## config.mk

```make
export PLATFORM = sky130hd
export DESIGN_NAME = tick_gen
export DESIGN_NICKNAME = d
export VERILOG_FILES = /design/src/rtl/tick_gen.sv
export SDC_FILE = /design/constraint.sdc
export NUM_CORES = 1
export LEC_CHECK = 0
export ABC_CLOCK_PERIOD_IN_PS = 1900
export CORE_MARGIN = 2
export CORE_UTILIZATION = 50
export CTS_CLUSTER_SIZE = 25
export DETAILED_ROUTE_END_ITERATION = 10
export PLACE_DENSITY = 0.79
export SLEW_MARGIN = 30
export SYNTH_ARGS = -nofsm -noshare
export SYNTH_HDL_FRONTEND = slang
export SYNTH_SLANG_ARGS = --single-unit
```

## constraint.sdc

```tcl
create_clock -name clk -period 1.9 [get_ports clk]
set_input_delay 0.19 -clock clk [delete_from_list [all_inputs] [get_ports clk]]
set_output_delay 0.19 -clock clk [all_outputs]
set_load 0.005 [all_outputs]
```

## src/rtl/tick_gen.sv

```systemverilog
// -----------------------------------------------------------------------------
// tick_gen -- programmable enable-pulse generator.
//
// Divides clk down to single-cycle en_o ticks with a period of div+1 clocks.
// The generator runs either continuously until stopped, or as a burst of a
// fixed number of ticks. It is intended to drive the en input of a downstream
// counter. Run parameters are captured when a run starts and held until it ends.
//
// Ports:
//   clk           in   clock; all state changes on the rising edge
//   rst_n         in   asynchronous active-low reset
//   start_i       in   one-cycle request; begins a run when idle
//   stop_i        in   one-cycle request; aborts a run (wins over start_i)
//   mode_i        in   0 = continuous, 1 = burst; sampled with start_i
//   div_i         in   prescale value; sampled with start_i
//   burst_len_i   in   ticks per burst; sampled with start_i
//   en_o          out  one-cycle tick to the downstream counter
//   busy_o        out  high while a run is in progress
//   done_o        out  one-cycle pulse after the last tick of a completed burst
//   ticks_left_o  out  ticks remaining in the burst; 0 in continuous mode/idle
// -----------------------------------------------------------------------------
module tick_gen #(
    parameter int DIV_W   = 8,
    parameter int BURST_W = 4
) (
    input  logic               clk,
    input  logic               rst_n,
    input  logic               start_i,
    input  logic               stop_i,
    input  logic               mode_i,
    input  logic [DIV_W-1:0]   div_i,
    input  logic [BURST_W-1:0] burst_len_i,
    output logic               en_o,
    output logic               busy_o,
    output logic               done_o,
    output logic [BURST_W-1:0] ticks_left_o
);

    typedef enum logic {
        ST_IDLE = 1'b0,
        ST_RUN  = 1'b1
    } state_e;

    state_e             state_q;
    logic [DIV_W-1:0]   div_q;
    logic [DIV_W-1:0]   cnt_q;
    logic               mode_q;
    logic               done_q;
    logic [BURST_W-1:0] ticks_left_q;
    logic               tick;

    // The tick is decoded purely from registers, so nothing on the input side
    // can reach en_o combinationally. A tick decoded in the same cycle as
    // stop_i is therefore still emitted.
    assign tick = (state_q == ST_RUN) && (cnt_q == div_q);

    // NOTE: every register below is assigned with non-blocking (<=) so all
    // updates use the values from before the edge; blocking assignments here
    // would make later statements see half-updated state.
    always_ff @(posedge clk or negedge rst_n) begin
        if (!rst_n) begin
            state_q      <= ST_IDLE;
            div_q        <= '0;
            cnt_q        <= '0;
            mode_q       <= 1'b0;
            done_q       <= 1'b0;
            ticks_left_q <= '0;
        end else begin
            // done is a single-cycle pulse unless re-asserted below.
            done_q <= 1'b0;

            case (state_q)
                ST_IDLE: begin
                    // stop_i wins over a simultaneous start_i.
                    if (start_i && !stop_i) begin
                        if (mode_i && (burst_len_i == '0)) begin
                            // Zero-length burst: complete immediately, no ticks.
                            done_q <= 1'b1;
                        end else begin
                            state_q      <= ST_RUN;
                            div_q        <= div_i;
                            mode_q       <= mode_i;
                            cnt_q        <= '0;
                            ticks_left_q <= mode_i ? burst_len_i : '0;
                        end
                    end
                end

                ST_RUN: begin
                    // start_i is deliberately ignored while running.
                    if (stop_i) begin
                        state_q      <= ST_IDLE;
                        cnt_q        <= '0;
                        ticks_left_q <= '0;
                    end else begin
                        // Prescaler wraps on the tick, so cnt_q never exceeds div_q.
                        cnt_q <= tick ? '0 : cnt_q + DIV_W'(1);

                        if (tick && mode_q) begin
                            if (ticks_left_q == BURST_W'(1)) begin
                                state_q      <= ST_IDLE;
                                ticks_left_q <= '0;
                                done_q       <= 1'b1;
                            end else begin
                                ticks_left_q <= ticks_left_q - BURST_W'(1);
                            end
                        end
                    end
                end

                default: begin
                    state_q <= ST_IDLE;
                end
            endcase
        end
    end

    assign en_o         = tick;
    assign busy_o       = (state_q == ST_RUN);
    assign done_o       = done_q;
    assign ticks_left_o = ticks_left_q;

endmodule

```

# --- After elaboration in Yosys (flattened, before gate mapping) ---
# Index checks and enable logic that the tools add are counted.
# Widths: inputs -> output; s select.
totals:
  inputBits: 17
  mem_bits_ro: 0
  mem_bits_rw: 0
  latch_bits: 0
  register_bits: 23
  n_memories: 0
  out_inout_bits: 7
  wordCells: 48
classes:
  shift: 0
  bitwise_logic: 2
  n_mux: 24
  multipliers: 0
  n_addsub: 2
  eq_ne: 5
  div_mod_pow: 0
  n_lt_le_gt_ge: 0
  n_reduce_logical: 9
ops:
  columns: ["operator", "n"]
  rows:
  - ["$mux 8", 4]
  - ["$mux 4", 6]
  - ["$pmux 8 s2", 1]
  - ["$mux 1", 10]
  - ["$add 8x1->8 const B", 1]
  - ["$eq 8x8->1", 1]
  - ["$pmux 4 s2", 1]
  - ["$reduce_and 3->1", 2]
  - ["$eq 4x1->1 const B", 1]
  - ["$logic_and 1x1->1", 4]
  - ["$logic_not 4->1", 1]
  - ["$ne 2x2->1 const B", 2]
  - ["$pmux 1 s2", 2]
  - ["$sub 4x1->4 const B", 1]
  - ["$ne 3x2->1 const B", 1]
  - ["$not 1->1", 2]
  - ["$reduce_and 2->1", 1]
  - ["$logic_not 1->1", 1]

# --- Longest topological paths before layout ---
depth:
  word_depth: 6
  ltp_mapped: 6
  mapped_depth_nobuf: 5

# --- Worst setup path after synthesis ---
# No wires, ideal clock.
synth_path:
  path_type: "register to register"
  start: "register state_q (netlist: busy_o)"
  end: "register ticks_left_q[2] (netlist: ticks_left_o[2])"
  required_time_ns: 1.772
  stages_incl_launch_ff: 5
  t_arrival_ns: 1.628
  n_path_buf: 0
  setup_time_ns: 0.128
  synth_period_minus_slack_ns: 1.756
  slack_ns: 0.144
  path_cell_list: "dfrtp_1 -> or3_4 -> o211a_4 -> a21oi_4 -> mux2_1"
synth_via:
  elab_chain_len: 4
  word_cells_on_any_way: 8
  classes_between: "eq/ne: 3; mux: 1; bitwise: 1; reduce/logical: 3"
synth_rtl:
  columns: ["item", "line_no", "text"]
  rows:
  - ["start, declared", "44", "state_e state_q;"]
  - ["start signal, assigned", "62", "state_q <= ST_IDLE;"]
  - ["start signal, assigned", "80", "state_q <= ST_RUN;"]
  - ["start signal, assigned", "92", "state_q <= ST_IDLE;"]
  - ["$logic_and 1x1->1", "55", "assign tick = (state_q == ST_RUN) && (cnt_q == div_q);"]
  - ["$logic_and 1x1->1", "99", "if (tick && mode_q) begin"]
  - ["$ne 3x2->1 (no source line)", null, null]
  - ["$reduce_and 3->1 (no source line)", null, null]
  - ["end signal, assigned", "84", "ticks_left_q <= mode_i ? burst_len_i : '0;"]
  - ["end signal, assigned", "105", "ticks_left_q <= ticks_left_q - BURST_W'(1);"]
  - ["end, declared", "49", "logic [BURST_W-1:0] ticks_left_q;"]
# Several ways; a longest one is shown, not always the timed one.
# A chain may end at the register's enable or synchronous reset.

# --- Final worst setup path ---
layout_path:
  start: "register cnt_q[2]"
  end: "register ticks_left_q[0] (netlist: ticks_left_o[0])"
layout_via:
  elab_chain_len: 5
layout_rtl:
  columns: ["item", "line_no", "text"]
  rows:
  - ["start, declared", "46", "logic [DIV_W-1:0] cnt_q;"]
  - ["start signal, assigned", "97", "cnt_q <= tick ? '0 : cnt_q + DIV_W'(1);"]
  - ["$eq 8x8->1", "55", null]
  - ["$logic_and 1x1->1", "55", null]
  - ["$logic_and 1x1->1", "99", null]
  - ["$ne 3x2->1 (no source line)", null, null]
  - ["$reduce_and 3->1 (no source line)", null, null]
# No other way between the ends.

==> impl_metrics.tcl <==
set metrics [dict create \
    status "complete, but fails checks" \
    violations "setup timing" \
    grt_antenna_before_repair 0 \
    drtAntennaViolNets 0 \
    synth-main-ff-cell "dfrtp_1" \
    fin_area_um2 1870 \
    hold_class "input pin to async pin" \
    grt_pass1_wl_um 5130 \
    wirelength_um 3520 \
    drtIter0Drc 44 \
    insertion_delay_ps 320 \
    r2r_start "cnt_q[2]" \
    critPathMostFrequentCell "buf_4" \
    final_layout_size_suffix_gt1_share_pct 31.5 \
    hpwl_um 2250 \
    crit_type "flop to flop" \
    critPathBufInv 2 \
    grt_pass1_vias 1079 \
    cp_slowest_cell "dfrtp_1" \
    critPathTopFamily "simple AND/OR/NAND/NOR gates" \
    final_common_cell "buf_4" \
    cap_violations 0 \
    cp.required_ps 2140 \
    crit_fanout 3 \
    numCtsBuffers 3 \
    slew_viol_final 0 \
    synth_nets 137 \
    die_h_um 55.5 \
    antenna_cells 0 \
    power_density_nw_per_um2 804 \
    synth-edff-count 0 \
    avgSynthCellArea_um2 11.3 \
    hold_viol_final 0 \
    reg2reg_depth 7 \
    path_clk_slew_ps 130 \
    grt_max_degree 24 \
    critical_path.startpoint "cnt_q[2]" \
    gp_congestion 0.805 \
    cts_hold_buf 0 \
    layout_common_cells "25 x buf_4, 23 x dfrtp_1, 22 x clkdlybuf4s50_1, 10 x nand2_1, 9 x mux2_4" \
    max_slew_margin_pct 68.4 \
    dpl_cell_area_um2 1770 \
    synthCells 117 \
    endpoint_kind "flop" \
    core_um2 2500 \
    ff2ff_setup_slack_ps -20 \
    gr-usage-all-layers_pct 21.3 \
    detailedPlace.worstSlack_ps -211 \
    rr_endpoint "ticks_left_o[0]" \
    place.port_buffers 23 \
    ys_warn_count 0 \
    path_depth 7 \
    seq_area_frac_synth_pct 43.5 \
    synth_cell_types 36 \
    num_vias 1140 \
    period_share_pct 101 \
    start_util_pct 53.0 \
    cp-endpoint "ticks_left_o[0]" \
    die_area_um2 3080 \
    setup-tns-final_ps -19.8 \
    clock-root-buffer "clkbuf_4" \
    drc 0 \
    finalWorstSetupSlack_ps -19.8 \
    drt-pass1-iter-count 4 \
    fin_nets 189 \
    syn_area_um2 1320 \
    max_freq_mhz 521 \
    setup_viol 1 \
    skew_ps 2.59 \
    final_util_pct 74.9 \
    cp.arrival_ps 2160 \
    path_cells "xnor2_1 > nand4_1 > buf_4 > nor4_4 > a21oi_4 > buf_4 > a221oi_2" \
    h-tree-depth 1 \
    wl_per_cell_um 17.8 \
    ir_worst_vdd_mv 0.625 \
    via_per_inst 5.76 \
    startpoint_type "flop" \
    cp_slowest_stage_delay_ps 430 \
    synthArstFlopShare_pct 100 \
    p_leak_nw 0.880 \
    cts_num_sinks 23 \
    ys_ff_latch 23 \
    clk_path_buf_depth 2 \
    ios 24 \
    die_w_um 55.5 \
    gr-total-overflow 0 \
    worstMarginPinSlew_ps 473 \
    power.total_w 0.00151 \
    rows 18 \
    area_delta_synth_final_pct 41.4 \
    period_minus_slack_ps 1920 \
    cts_tree "built" \
]
[sequential cells by signal, indices dropped and copies added, names as in the netlist]
register / flops
mode_q: 1
cnt_q: 8
ticks_left_o: 4
div_q: 8
done_o: 1
busy_o: 1
[routing by layer]
metal	wire length [um]	GRT usage, %
met1	1460	27.8
met2	1820	35.7
met3	156	3.04
met4	85	8.01
met5	0	0
[worst min path at each step]
stage,from,endpoint
2_1_floorplan,rst_n,busy_o
3_3_place_gp,mode_q,mode_q
3_5_place_dp,mode_q,mode_q
4_1_cts,rst_n,div_q[3]
5_1_grt,rst_n,cnt_q[0]
6_report,rst_n,div_q[1]
[area by class of cell]
cell class	instances	area, um2
clock inverters	1	5.00
well taps	30	37.5
flip-flops and latches	23	576
repair buffers	49	440
inverters	3	11.3
fillers	152	628
clock buffers	3	22.5
multi-input cells	89	779
[timing repair]
action | CTS | global route
gates resized for setup | 2 | 6
setup buffers | 0 | 3
pin swaps | 0 | 9
setup endpoints to repair | 9 | 8
[worst register-to-register path: cells and delay by family (launching register included)]
family	cells	cell delay, ps
AO/OA/AOI/OAI	2	330
XOR/XNOR	1	240
buffers and inverters	2	340
flip-flops	1	430
AND/OR/NAND/NOR	2	490
[cell usage after synthesis (2+ instances only)]
library cell	instances	share of area, %
ha_1	3	2.8
mux2_4	9	10
nand2_1	11	3.1
a32o_1	2	1.5
o21ai_1	2	0.76
o21ai_0	6	2.3
a21o_1	4	2.3
xor2_1	3	2.0
nor2_1	3	0.85
nand4_1	2	0.95
nor3_1	3	1.1
a21oi_1	3	1.1
nor3b_1	3	1.7
nand2b_1	2	0.95
dfrtp_1	23	43
mux2_1	2	1.7
and3_1	5	2.4
nor2b_1	2	0.95
xnor2_1	10	6.6
inv_1	3	0.85
[stage by stage]
stage,hold slack (ps),instances
floorplan,-106,117
global placement,500,191
detailed placement,509,191
CTS,205,195
global route,212,198
finish,195,198
[cell families after synthesis]
kind of cell               synth area share [%]
AOI/OAI and AO/OA                          13.1
buffers and inverters                      2.08
and+or+nand+nor                            17.2
xor gates and xnor gates                   8.60
adders and majority gates                  2.84
muxes                                      12.7
DFF                                        43.5
[power breakdown]
group          switching (W)  leakage, nW  internal [W]
registers          0.0000854        0.294      0.000569
logic               0.000271        0.568      0.000341
clock network       0.000160       0.0177     0.0000791
total               0.000517        0.880      0.000989
No activity file was read; power rests on OpenSTA's default activity.
